**src/rtl/sat_counter.sv**
```systemverilog
// Saturating up-counter with synchronous clear and increment.
// A clear and an increment in the same cycle clear first, then count,
// so the result is 1. At all-ones the count holds.
// Ports:
//   clk      in  1  rising-edge clock
//   rst_n    in  1  asynchronous active-low reset
//   clr_i    in  1  synchronous clear
//   inc_i    in  1  increment request
//   count_o  out W  current count (registered)
module sat_counter #(
  parameter int unsigned W = 8
) (
  input  logic         clk,
  input  logic         rst_n,
  input  logic         clr_i,
  input  logic         inc_i,
  output logic [W-1:0] count_o
);

  logic [W-1:0] count_q;
  logic [W-1:0] count_d;
  logic [W-1:0] base_c;

  // Clear takes effect before the increment is applied
  always_comb begin
    base_c  = clr_i ? '0 : count_q;
    count_d = base_c;
    if (inc_i && (base_c != '1)) begin
      count_d = base_c + W'(1);
    end
  end

  always_ff @(posedge clk or negedge rst_n) begin
    if (!rst_n) begin
      count_q <= '0;
    end else begin
      count_q <= count_d;
    end
  end

  assign count_o = count_q;

endmodule : sat_counter

```
**config.mk**
```make
export PLATFORM = sky130hd
export DESIGN_NAME = sat_counter
export DESIGN_NICKNAME = d
export VERILOG_FILES = /design/src/rtl/sat_counter.sv
export SDC_FILE = /design/constraint.sdc
export NUM_CORES = 1
export LEC_CHECK = 0
export BUFFER_PORTS_ARGS = -buffer_cell sky130_fd_sc_hd__buf_4
export CORE_AREA = 2 2 39 41
export CTS_BUF_LIST = sky130_fd_sc_hd__clkbuf_16
export CTS_CLUSTER_SIZE = 8
export DETAILED_ROUTE_END_ITERATION = 16
export DIE_AREA = 0 0 41 43
export SLEW_MARGIN = 20
export SYNTH_ARGS = -nofsm -noshare
export SYNTH_HDL_FRONTEND = slang
export SYNTH_SLANG_ARGS = --single-unit
```
**constraint.sdc**
```tcl
create_clock -name clk -period 1.1 [get_ports clk]
set_input_delay 0.275 -clock clk [delete_from_list [all_inputs] [get_ports clk]]
set_output_delay 0.275 -clock clk [all_outputs]
set_load 0.05 [all_outputs]
```
==> metrics.md <==
| Metric | Value |
|---|---|
| Total grt overflow | 0 |
| PwrDens | around 1300 mW/mm^2 |
| Synth unique cells | 22 |
| Antenna diodes | 0 |
| Crit path buf inv count | 2 |
| Share of cells above drive strength 1 | 75.36% |
| Worst-path clk slew | 0.04 ns |
| DRT Pass-1 Iters | 4 |
| Peak supply drop | about 0.0011 V |
| CP peak stage delay | 0.43 ns |
| First-pass GRT wire length | roughly 2100 um |
| Post-route setup slack | -0.1150 ns |
| Worst path slowest cell | dfrtp_2 |
| CP delay by family, top | flip-flops |
| Least-Margin Pin Slew | between 0.2 and 0.25 ns |
| Drt wl/cell | around 15 um |
| Critical path class | flop to primary output |
| Most used DFF post-synth | dfrtp_1 |
| Synth top cells by count | dfrtp_1, a21oi_1, a31oi_1, nor3_1 |
| Routed vias/inst | between 5 and 6 |
| Violations in the final reports | setup timing |
| Pwr Total | approximately 1.1 mW |
| DRC | 0 |
| Die Area | approximately 0.0018 mm^2 |
| Worst hold start | clr_i |
| Ys async rst share | between 90% and 100% |
| Critical path endpoint | count_o[0] |
| Worst Path Required | around 0.82 ns |
| Hpwl dp | 764.6 um |
| DIE WIDTH | ~41 um |
| Number of I/O pins | 12 |
| Clock Path Buffers | 2 |
| Overall die height | around 43 um |
| Clock Sinks | 8 |
| Synthesized Nets | 45 |
| Largest net degree at the start of global routing | 9 |
| Vias in the first global route | roughly 450 |
| Worst R2R Setup Slack | -0.09 ns |
| Area of the mapped netlist | around 410 um^2 |
| Yosys top cell area share | 48.93% |
| Via Count | ~450 |
| Worst hold path type | input pin to flop |
| Initial drt markers | 8 |
| Pre-CTS setup slack | -0.02291 ns |
| Clock skew | 0.0009306 ns |
| Register bit total from synthesis | 8 |
| Leakage | approximately 0.35 nW |
| Total track usage | approximately a fifth |
| Fmax | slightly above 800 MHz |
| FF-to-FF path depth | 4 |
| Worst setup EP type | primary output |
| H-tree levels | 1 |
| Number of core rows | 14 |
| WP data arrival | roughly 0.94 ns |
| Sequential area share after synthesis | between 40% and 50% |
| Final Max Tran Viols | 0 |
| Period minus WS final | roughly 1.2 ns |
| Final Cycle Share | 110.5% |
| Core area | between 0.001 and 0.0015 mm^2 |
| Syn_area_per_cell | 9.979 um^2 |
| I/O Buffers | 11 |
| Area of the multi-input gates | about 260 um^2 |
| CTS root buf | clkbuf_16 |
| Layout area overhead | 107.3% |
| Max reg flops | 8 |
| Cell depth of the worst hold path | 3 |
| Status | complete, but fails checks |
| CTS Buf Count | 3 |
| Starting Density | roughly 30% |
| Max Cap Viol | 0 |
| Reg-to-Reg End | count_o[5] |
| Worst path cell trace | buf_6, buf_8 |
| Syn Inst Count | between 40 and 50 |
| Largest area contributor in the netlist | dfrtp_1 |
| Top-count cell post-synth | dfrtp_1 |
| CP startpoint kind | flop |
| GPL Wtd Cong | ~0.70 |
| Warnings from Yosys | 0 |
| Clk_lat worst skew | 0.23 ns |
| R2R Path Start | count_o[0] |
| Nets | 75 |
| Fin. Hold Viols | 0 |
| Worst Setup SP | count_o[0] |
| Synth top area cells | dfrtp_1, a21oi_1, nand4_4 |
| RSZ-0062 raised after global routing | yes |
| Finish-stage setup viols | 9 |
| Routed wire length | ~1300 um |
| Total stage count of the critical path | 2 |
| Routed Antenna Nets | 0 |
| Maximum fanout along the worst path | 3 |
| Initial antenna violation count | 0 |
| Sequential Area | approximately 210 um^2 |
| Slew margin rel. | a little over four fifths |
| Number of flops mapped to enable cells by yosys | 0 |
| Fill cell count | approximately 120 |
| CTS tree | done |
worst register-to-register path, delay by kind of cell, from the launching register on:
family / cells / cell delay, ns
flip-flops: 1 / 0.40
AND/OR/NAND/NOR: 2 / 0.48
buffers and inverters: 1 / 0.11
AO/OA/AOI/OAI: 1 / 0.12
placed cells by master (no fill, tap or decap), types with 2 or more instances in the layout:
master,Yosys,routed
a31oi_1,3,3
a21oi_2,0,3
buf_8,0,4
clkbuf_16,0,3
nand2_1,2,2
buf_6,0,12
a21oi_1,6,3
buf_4,0,10
a211oi_2,0,2
dfrtp_2,0,8
nor3_2,0,2
inv_1,2,2
power breakdown:
group	leakage (nW)	internal (mW)	switching, mW
combinational	0.219	0.0844	0.0861
sequential	0.0959	0.306	0.0118
clock	0.0370	0.470	0.154
cell families after synthesis:
logic type      share of synthesized area (%)
simple gates                            27.83
compound gates                          19.27
flops                                   48.93
buf+inv                                 3.974
per-stage QoR:
stage,instances,cell area (um^2),utilization [%],setup TNS (ns),hold WS [ns]
global route,85,848.3,61.30,-0.8754,0.4061
CTS,84,788.3,56.96,-0.4634,0.3588
finish,85,848.3,61.30,-0.5503,0.3755
global placement,73,575.6,41.59,0,0.1019
floorplan,41,439.2,-,-0.8373,-0.02059
detailed placement,73,575.6,41.59,-0.03375,0.1031
layout make-up:
class                           instances  share of cell area [%]
Clock buffer                            3                   8.850
Inverter                                2                  0.8850
Multi-Input combinational cell         29                   30.09
Sequential cell                         8                   24.78
Tap cell                               16                   2.360
Timing Repair Buffer                   27                   33.04
what timing repair did:
action                                  4_1_cts  5_1_grt
hold endpoints to repair                      8        0
endpoints found under the setup margin       12       13
hold buffers                                  1        0
gates resized for setup                      19       12
pin swaps                                     2        2
buffers inserted                              7        1
worst min-delay path by stage:
stage | end | slack (ns)
2_1_floorplan | count_o[0] | -0.02
3_3_place_gp | count_o[1] | 0.10
3_5_place_dp | count_o[1] | 0.10
4_1_cts | count_o[5] | 0.36
5_1_grt | count_o[5] | 0.41
6_report | count_o[5] | 0.38
routing by layer:
| metal | GRT usage [%] | part of all wire [%] | vias up |
|---|---|---|---|
| met5 | 0 | 0 | - |
| met4 | 14.00 | 3.2 | 0 |
| li1 | - | - | 214 |
| met3 | 6.283 | 4.9 | 6 |
| met1 | 22.85 | 38 | 216 |
| met2 | 25.94 | 53 | 13 |
(Power assumes the default switching activity.)
